File: src/rtl/wb_pkg.sv
// Shared types and constants for the write-back sequencer.
package wb_pkg;

  localparam int unsigned WB_DEPTH = 4;
  localparam int unsigned WB_XLEN  = 32;
  localparam logic [4:0]  X0       = 5'd0;

  typedef struct packed {
    logic [4:0]         rd;
    logic [WB_XLEN-1:0] data;
  } wb_entry_t;

  // Which source loads the write-back register this cycle.
  typedef enum logic [1:0] {
    SRC_NONE,
    SRC_ALU,
    SRC_FIFO
  } wb_src_e;

  // A pending destination matches any decode query; x0 never matches.
  function automatic logic rd_hit(input logic [4:0] rd,
                                  input logic [4:0] rs1,
                                  input logic [4:0] rs2,
                                  input logic [4:0] rdq);
    return (rd != X0) && ((rd == rs1) || (rd == rs2) || (rd == rdq));
  endfunction

endpackage

File: src/rtl/wb_queue_if.sv
// Bus bundle between decode/execute/load units and the write-back sequencer.
interface wb_queue_if
  import wb_pkg::*;
#(
  parameter int unsigned XLEN = WB_XLEN
) ();

  logic            alu_valid;
  logic [4:0]      alu_rd;
  logic [XLEN-1:0] alu_data;

  logic            ld_valid;
  logic            ld_ready;
  logic [4:0]      ld_rd;
  logic [XLEN-1:0] ld_data;

  logic [4:0]      q_rs1;
  logic [4:0]      q_rs2;
  logic [4:0]      q_rd;
  logic            hazard;

  logic            wb_we;
  logic [4:0]      wb_addr;
  logic [XLEN-1:0] wb_data;

  // Pipeline side: presents results and queries, sees the register-file port.
  modport master (
    output alu_valid, alu_rd, alu_data,
    output ld_valid, ld_rd, ld_data,
    input  ld_ready,
    output q_rs1, q_rs2, q_rd,
    input  hazard,
    input  wb_we, wb_addr, wb_data
  );

  // Sequencer side.
  modport slave (
    input  alu_valid, alu_rd, alu_data,
    input  ld_valid, ld_rd, ld_data,
    output ld_ready,
    input  q_rs1, q_rs2, q_rd,
    output hazard,
    output wb_we, wb_addr, wb_data
  );

endinterface

File: src/rtl/wb_fifo.sv
// Synchronous load-result FIFO; exposes per-entry valid bits and rd fields
// so the top level can scoreboard pending destinations.
module wb_fifo
  import wb_pkg::*;
#(
  parameter int unsigned DEPTH   = WB_DEPTH,
  parameter type         entry_t = wb_entry_t,
  localparam int unsigned AW     = $clog2(DEPTH)
) (
  input  logic                 clk,
  input  logic                 reset,
  input  logic                 push,
  input  entry_t               din,
  input  logic                 pop,
  output entry_t               dout,
  output logic                 full,
  output logic                 empty,
  output logic [AW:0]          count,
  output logic [DEPTH-1:0]     valid,
  output logic [DEPTH-1:0][4:0] rd_arr
);

  entry_t        mem [DEPTH];
  logic [AW-1:0] wptr;
  logic [AW-1:0] rptr;

  assign full  = (count == (AW+1)'(DEPTH));
  assign empty = (count == '0);
  assign dout  = mem[rptr];

  // Storage array; contents need no reset because count gates every use.
  always_ff @(posedge clk) begin
    if (push) mem[wptr] <= din;
  end

  // Pointers wrap naturally at DEPTH; count tracks occupancy.
  always_ff @(posedge clk or negedge reset) begin
    if (!reset) begin
      wptr  <= '0;
      rptr  <= '0;
      count <= '0;
    end else begin
      if (push) wptr <= wptr + 1'b1;
      if (pop)  rptr <= rptr + 1'b1;
      case ({push, pop})
        2'b10:   count <= count + 1'b1;
        2'b01:   count <= count - 1'b1;
        default: count <= count;
      endcase
    end
  end

  // An entry is live when its distance from the read pointer is below count.
  always_comb begin
    valid  = '0;
    rd_arr = '0;
    for (int unsigned i = 0; i < DEPTH; i++) begin
      logic [AW-1:0] off;
      off       = AW'(i) - rptr;
      valid[i]  = ({1'b0, off} < count);
      rd_arr[i] = mem[i].rd;
    end
  end

endmodule

File: src/rtl/wb_queue.sv
// Write-back sequencer: sole driver of the register-file write port.
// ALU results take priority; load results queue in wb_fifo.
// Optional statistics counters are built when WB_STATS_EN is defined.
module wb_queue
  import wb_pkg::*;
#(
  parameter int unsigned DEPTH = WB_DEPTH,
  parameter int unsigned XLEN  = WB_XLEN,
  localparam int unsigned AW   = $clog2(DEPTH)
) (
  input  logic        clk,
  input  logic        reset,
  wb_queue_if.slave   bus
`ifdef WB_STATS_EN
  ,
  output logic [15:0] stall_cnt,
  output logic [15:0] full_cnt
`endif
);

  typedef struct packed {
    logic [4:0]      rd;
    logic [XLEN-1:0] data;
  } entry_t;

  entry_t                 fifo_din;
  entry_t                 fifo_dout;
  logic                   fifo_push;
  logic                   fifo_pop;
  logic                   fifo_full;
  logic                   fifo_empty;
  logic [AW:0]            fifo_count;
  logic [DEPTH-1:0]       fifo_valid;
  logic [DEPTH-1:0][4:0]  fifo_rd;

  logic                   ld_ready;
  logic                   alu_take;
  wb_src_e                src;
  logic                   hazard;
  logic                   wb_we;
  logic [4:0]             wb_addr;
  logic [XLEN-1:0]        wb_data;

  // Full slots are not credited by a same-cycle pop.
  assign ld_ready  = !fifo_full;
  assign alu_take  = bus.alu_valid && (bus.alu_rd != X0);
  // x0 loads complete the handshake but are dropped here.
  assign fifo_push = bus.ld_valid && ld_ready && (bus.ld_rd != X0);
  assign fifo_din  = '{rd: bus.ld_rd, data: bus.ld_data};
  assign fifo_pop  = (src == SRC_FIFO);

  wb_fifo #(
    .DEPTH   (DEPTH),
    .entry_t (entry_t)
  ) u_fifo (
    .clk    (clk),
    .reset  (reset),
    .push   (fifo_push),
    .din    (fifo_din),
    .pop    (fifo_pop),
    .dout   (fifo_dout),
    .full   (fifo_full),
    .empty  (fifo_empty),
    .count  (fifo_count),
    .valid  (fifo_valid),
    .rd_arr (fifo_rd)
  );

  // Port arbitration: ALU first, then the FIFO head (never the same-cycle push).
  always_comb begin
    src = SRC_NONE;
    if (alu_take)              src = SRC_ALU;
    else if (fifo_count != '0) src = SRC_FIFO;
  end

  // Registered register-file write port; address and data hold when idle.
  always_ff @(posedge clk or negedge reset) begin
    if (!reset) begin
      wb_we   <= 1'b0;
      wb_addr <= '0;
      wb_data <= '0;
    end else begin
      case (src)
        SRC_ALU: begin
          wb_we   <= 1'b1;
          wb_addr <= bus.alu_rd;
          wb_data <= bus.alu_data;
        end
        SRC_FIFO: begin
          wb_we   <= 1'b1;
          wb_addr <= fifo_dout.rd;
          wb_data <= fifo_dout.data;
        end
        default: wb_we <= 1'b0;
      endcase
    end
  end

  // Scoreboard: any live FIFO entry or the in-flight write matches a query.
  always_comb begin
    logic fifo_hit;
    fifo_hit = 1'b0;
    for (int unsigned i = 0; i < DEPTH; i++) begin
      if (fifo_valid[i] && rd_hit(fifo_rd[i], bus.q_rs1, bus.q_rs2, bus.q_rd))
        fifo_hit = 1'b1;
    end
    hazard = (!fifo_empty && fifo_hit) ||
             (wb_we && rd_hit(wb_addr, bus.q_rs1, bus.q_rs2, bus.q_rd));
  end

  assign bus.ld_ready = ld_ready;
  assign bus.hazard   = hazard;
  assign bus.wb_we    = wb_we;
  assign bus.wb_addr  = wb_addr;
  assign bus.wb_data  = wb_data;

`ifdef WB_STATS_EN
  // Saturating counters: loads starved by ALU writes, and back-pressured offers.
  always_ff @(posedge clk or negedge reset) begin
    if (!reset) begin
      stall_cnt <= '0;
      full_cnt  <= '0;
    end else begin
      if ((fifo_count != '0) && (src == SRC_ALU) && (stall_cnt != '1))
        stall_cnt <= stall_cnt + 1'b1;
      if (bus.ld_valid && !ld_ready && (full_cnt != '1))
        full_cnt <= full_cnt + 1'b1;
    end
  end
`endif

endmodule
File: src/flat_wrapper.sv
// flat-port wrapper written by rule: the top's interface ports become plain ports
module wb_queue_flat import wb_pkg::*;
#(
  parameter int unsigned DEPTH = WB_DEPTH,
  parameter int unsigned XLEN  = WB_XLEN,
  localparam int unsigned AW   = $clog2(DEPTH)
)
  (clk, reset, bus_alu_valid, bus_alu_rd, bus_alu_data, bus_ld_valid, bus_ld_rd, bus_ld_data, bus_ld_ready, bus_q_rs1, bus_q_rs2, bus_q_rd, bus_hazard, bus_wb_we, bus_wb_addr, bus_wb_data);
  wb_queue_if #(.XLEN(XLEN)) bus_i ();
  input  logic clk;
  input  logic reset;
  input wire logic [$bits(bus_i.alu_valid)-1:0] bus_alu_valid;
  input wire logic [$bits(bus_i.alu_rd)-1:0] bus_alu_rd;
  input wire logic [$bits(bus_i.alu_data)-1:0] bus_alu_data;
  input wire logic [$bits(bus_i.ld_valid)-1:0] bus_ld_valid;
  input wire logic [$bits(bus_i.ld_rd)-1:0] bus_ld_rd;
  input wire logic [$bits(bus_i.ld_data)-1:0] bus_ld_data;
  output wire logic [$bits(bus_i.ld_ready)-1:0] bus_ld_ready;
  input wire logic [$bits(bus_i.q_rs1)-1:0] bus_q_rs1;
  input wire logic [$bits(bus_i.q_rs2)-1:0] bus_q_rs2;
  input wire logic [$bits(bus_i.q_rd)-1:0] bus_q_rd;
  output wire logic [$bits(bus_i.hazard)-1:0] bus_hazard;
  output wire logic [$bits(bus_i.wb_we)-1:0] bus_wb_we;
  output wire logic [$bits(bus_i.wb_addr)-1:0] bus_wb_addr;
  output wire logic [$bits(bus_i.wb_data)-1:0] bus_wb_data;
  assign bus_i.alu_valid = bus_alu_valid;
  assign bus_i.alu_rd = bus_alu_rd;
  assign bus_i.alu_data = bus_alu_data;
  assign bus_i.ld_valid = bus_ld_valid;
  assign bus_i.ld_rd = bus_ld_rd;
  assign bus_i.ld_data = bus_ld_data;
  assign bus_ld_ready = bus_i.ld_ready;
  assign bus_i.q_rs1 = bus_q_rs1;
  assign bus_i.q_rs2 = bus_q_rs2;
  assign bus_i.q_rd = bus_q_rd;
  assign bus_hazard = bus_i.hazard;
  assign bus_wb_we = bus_i.wb_we;
  assign bus_wb_addr = bus_i.wb_addr;
  assign bus_wb_data = bus_i.wb_data;
  wb_queue #(.DEPTH(DEPTH), .XLEN(XLEN)) u_core (.clk(clk), .reset(reset), .bus(bus_i));
endmodule
File: config.mk
export PLATFORM = sky130hd
export DESIGN_NAME = wb_queue_flat
export DESIGN_NICKNAME = d
export VERILOG_FILES = /design/src/rtl/wb_pkg.sv /design/src/rtl/wb_queue_if.sv /design/src/rtl/wb_fifo.sv /design/src/rtl/wb_queue.sv /design/src/flat_wrapper.sv
export SDC_FILE = /design/constraint.sdc
export NUM_CORES = 1
export LEC_CHECK = 0
export ABC_AREA = 1
export BUFFER_PORTS_ARGS = -buffer_cell sky130_fd_sc_hd__buf_2
export CAP_MARGIN = 10
export CORE_ASPECT_RATIO = 1.4
export CORE_MARGIN = 2
export CORE_UTILIZATION = 61
export DETAILED_ROUTE_END_ITERATION = 6
export HOLD_SLACK_MARGIN = 0.06
export MAX_ROUTING_LAYER = met4
export PLACE_DENSITY = 0.85
export SYNTH_ARGS = -nofsm -noshare
export SYNTH_HDL_FRONTEND = slang
export SYNTH_SLANG_ARGS = --single-unit
export TNS_END_PERCENT = 50
File: constraint.sdc
create_clock -name clk -period 7.7 [get_ports clk]
set_input_delay 0.385 -clock clk [delete_from_list [all_inputs] [get_ports clk]]
set_output_delay 0.385 -clock clk [all_outputs]
set_load 0.05 [all_outputs]
==> metrics <==
total negative slack 0 ns; Net Count, Synth about 940; Root Buffer clkbuf_16; nets 1057; minimum clock period around 3.6 ns; synthesized netlist cell count between 800 and 900; register area 5570 um^2; P_leak 0.00428 uW; num rows 52; number of DRC markers in iteration 0 878; Worst Path Max Fanout 24; Overall Power roughly 4000 uW; Worst-Margin Slew around 1.2 ns; routed len/inst around 20 um; detailed placement HPWL ~14000 um; switching share of total power 0.424; clk buf depth 2; Max Slew Vio Count 0; R2R Path Start u_core.u_fifo.count[1]; post-synthesis sequential area ratio 0.630; Mapped Area ~9000 um^2; Num CTS Buffers 17; Starting Density 0.618; EDFF count, synth 148; Placed Cells between 1000 and 1500; first-pass GRT wire length 34200 um; WHS 0.154 ns; FF+latch count, synth roughly 190; hold path endpoint u_core.u_fifo.mem[0][7]; Logic pwr share 0.383; Crit. End Element output port; Final Hold Viols 0; Synth area leader edfxtp_1; final setup violation count 0; Max Clock Freq between 0.2 and 0.3 GHz; outcome finished clean; routability cong. 0.999; Clock Skew approximately 0.012 ns; asr flop ratio synth 0.233; Reg power frac 0.398; Slew headroom 0.221; CP top delay family flip-flops; switching power 1690 uW; post-synth top area share 0.502; TritonCTS clock tree yes; reg-to-reg slack, setup ~5 ns; clock slew at reported path FFs roughly 0.07 ns; end of the worst register-to-register path u_core.u_fifo.count[2]; pin count of the biggest net entering global routing between 40 and 50; routed wire length around 23000 um; Die Width ~110 um; proportion of layout cells with a drive suffix above 1 0.190; vias in the first global route 6449; Worst Setup Path Type register to output port; number of max-cap violations 0; P per Cell Area 391 nW/um^2; Die Height ~150 um; Top Ports between 100 and 150; Reg2Reg Depth 9; WP data required 7.32 ns; antenna violations before repair 1; critical path depth 13; fin crit share 0.467; CTS Hold Buffers Added 0; vias per cell roughly 6; warnings from Yosys 0; Fill cells roughly 1000; RSZ-0062 raised after global routing no; WP data arrival around 3.2 ns; PortBufs around 130; CP startpoint kind register; DR pass1 iterations 6; Tot GR Track Use 0.303; ANT nets after route 0; cell chain of the critical path buf_4 -> nand2_1 -> nand2_1 -> inv_1 -> ha_1 -> a21oi_1 -> nor2_1 -> a21oi_1 -> nand2_1 -> nand2_1 -> o21ai_1 -> nand2_1 -> buf_2; clock latency on the worst-skew pair 0.44 ns; Mean Syn Cell Area between 10 and 15 um^2; slowest CP cell dfrtp_1; grt ovf 0; Multi-input gate area 2860 um^2; core area about 14000 um^2; H-Tree Depth 4; Area Overhead vs Synth 15.3%; hold_sp bus_ld_data[7]; delay of the slowest cell on the worst path 0.78 ns; drt drc 0; number of buffers and inverters on the critical path 3; Int Pwr 2300 uW; Distinct cells, synth 33; top post-synthesis cells by area edfxtp_1, dfrtp_1, nand3_1, nand2_1, a22oi_1; Hold Path Stages 1; vias around 6900; clock sinks slightly below 200; Finished Layout Cells around 1200; setup bufs post-CTS 0; most used cell, CP nand2_1; Hold Crit Class input pin to register; VDD IR max between 0.2 and 0.25 mV; die area 15500 um^2; Most used DFF post-synth edfxtp_1; Clock Power Share 0.219; Post-CTS Resized 0
synth_stat cells (11+ instances only):
cell type    n
a21oi_1     12
nand3_1    181
edfxtp_1   148
nor2_1      38
xor2_1      18
clkbuf_1    17
o21ai_0     14
nand2_1    184
buf_2       23
a22oi_1     31
xnor2_1     21
dfrtp_1     45
inv_1       53
o22ai_1     11
how the worst max path moves through the flow:
stage / slack (ns) / from / endpoint
after floorplan: 4.36 / u_core.u_fifo.count[1] / u_core.u_fifo.mem[0][0]
after detailed placement: 3.82 / bus_alu_rd[3] / u_core.u_fifo.count[2]
after CTS: 4.16 / u_core.u_fifo.rptr[1] / bus_hazard
after global placement: 3.92 / bus_alu_rd[3] / u_core.u_fifo.count[2]
after global routing: 3.94 / u_core.u_fifo.rptr[1] / bus_hazard
final: 4.10 / u_core.u_fifo.rptr[1] / bus_hazard
registers in the layout, indices dropped and copies added, names as in the netlist:
name / count
u_core.bus.wb_data: 32
u_core.u_fifo.wptr: 2
u_core.bus.wb_addr: 5
u_core.u_fifo.mem: 148
u_core.u_fifo.rptr: 2
u_core.bus.wb_we: 1
u_core.u_fifo.count: 3
power by group through the flow:
| stage | Sequential (uW) | Combinational (uW) | Clock, uW |
|---|---|---|---|
| detailed placement | 1600 | 1490 | 0 |
| global route | 1610 | 1630 | 924 |
| finish | 1590 | 1530 | 874 |
| floorplan | 1850 | 796 | 0 |
| CTS | 1580 | 1520 | 872 |
| global placement | 1590 | 1460 | 0 |
worst reg2reg max path, cell delays in order (launching register included):
cell,delay [ns]
dfrtp_1,0.43
inv_1,0.25
nand3_1,0.20
nand3_1,0.49
ha_1,0.26
inv_1,0.07
fa_1,0.44
a21oi_1,0.15
o21ai_0,0.11
xnor2_1,0.13
layout by cell type (no fill, tap or decap), types with 11 or more instances in the layout:
cell,instances
inv_1,53
xor2_1,18
nand3_1,181
o22ai_1,11
clkbuf_16,17
edfxtp_1,148
xnor2_1,21
buf_2,132
nand2_1,184
a22oi_1,31
a21oi_1,12
o21ai_0,14
dfrtp_1,45
nor2_1,33
metal layers:
metal,routed length (um),track usage,vias to the layer above
met5,0,-,-
met4,1100,0.137,0
met3,1940,0.0500,87
met2,12100,0.528,421
met1,7820,0.341,3251
li1,-,-,3163
stage by stage:
step / instance area [um^2] / util / worst slack, ns
global placement: 9610 / 0.671 / 3.92
floorplan: 8840 / - / 4.36
finish: 10200 / 0.712 / 4.10
CTS: 10200 / 0.712 / 4.16
global route: 10200 / 0.712 / 3.94
detailed placement: 9610 / 0.671 / 3.82
layout make-up:
type | count | area share
clock buffer | 20 | 0.0428
timing repair buffer | 141 | 0.0714
inverter | 57 | 0.0212
sequential | 193 | 0.546
antenna | 2 | 0.000491
multi-input combinational | 544 | 0.280
tap | 189 | 0.0232
clock inverter | 12 | 0.0142
cell families after synthesis:
kind of cell / count (synthesis) / share of synthesized area
AO/OA/AOI/OAI: 76 / 0.0555
XOR/XNOR: 39 / 0.0386
adder cells (fa/ha/maj): 10 / 0.0150
buffers and inverters: 104 / 0.0508
flip-flops: 193 / 0.630
AND/OR/NAND/NOR: 419 / 0.210
Note: power is estimated with default switching activity, not from simulation.
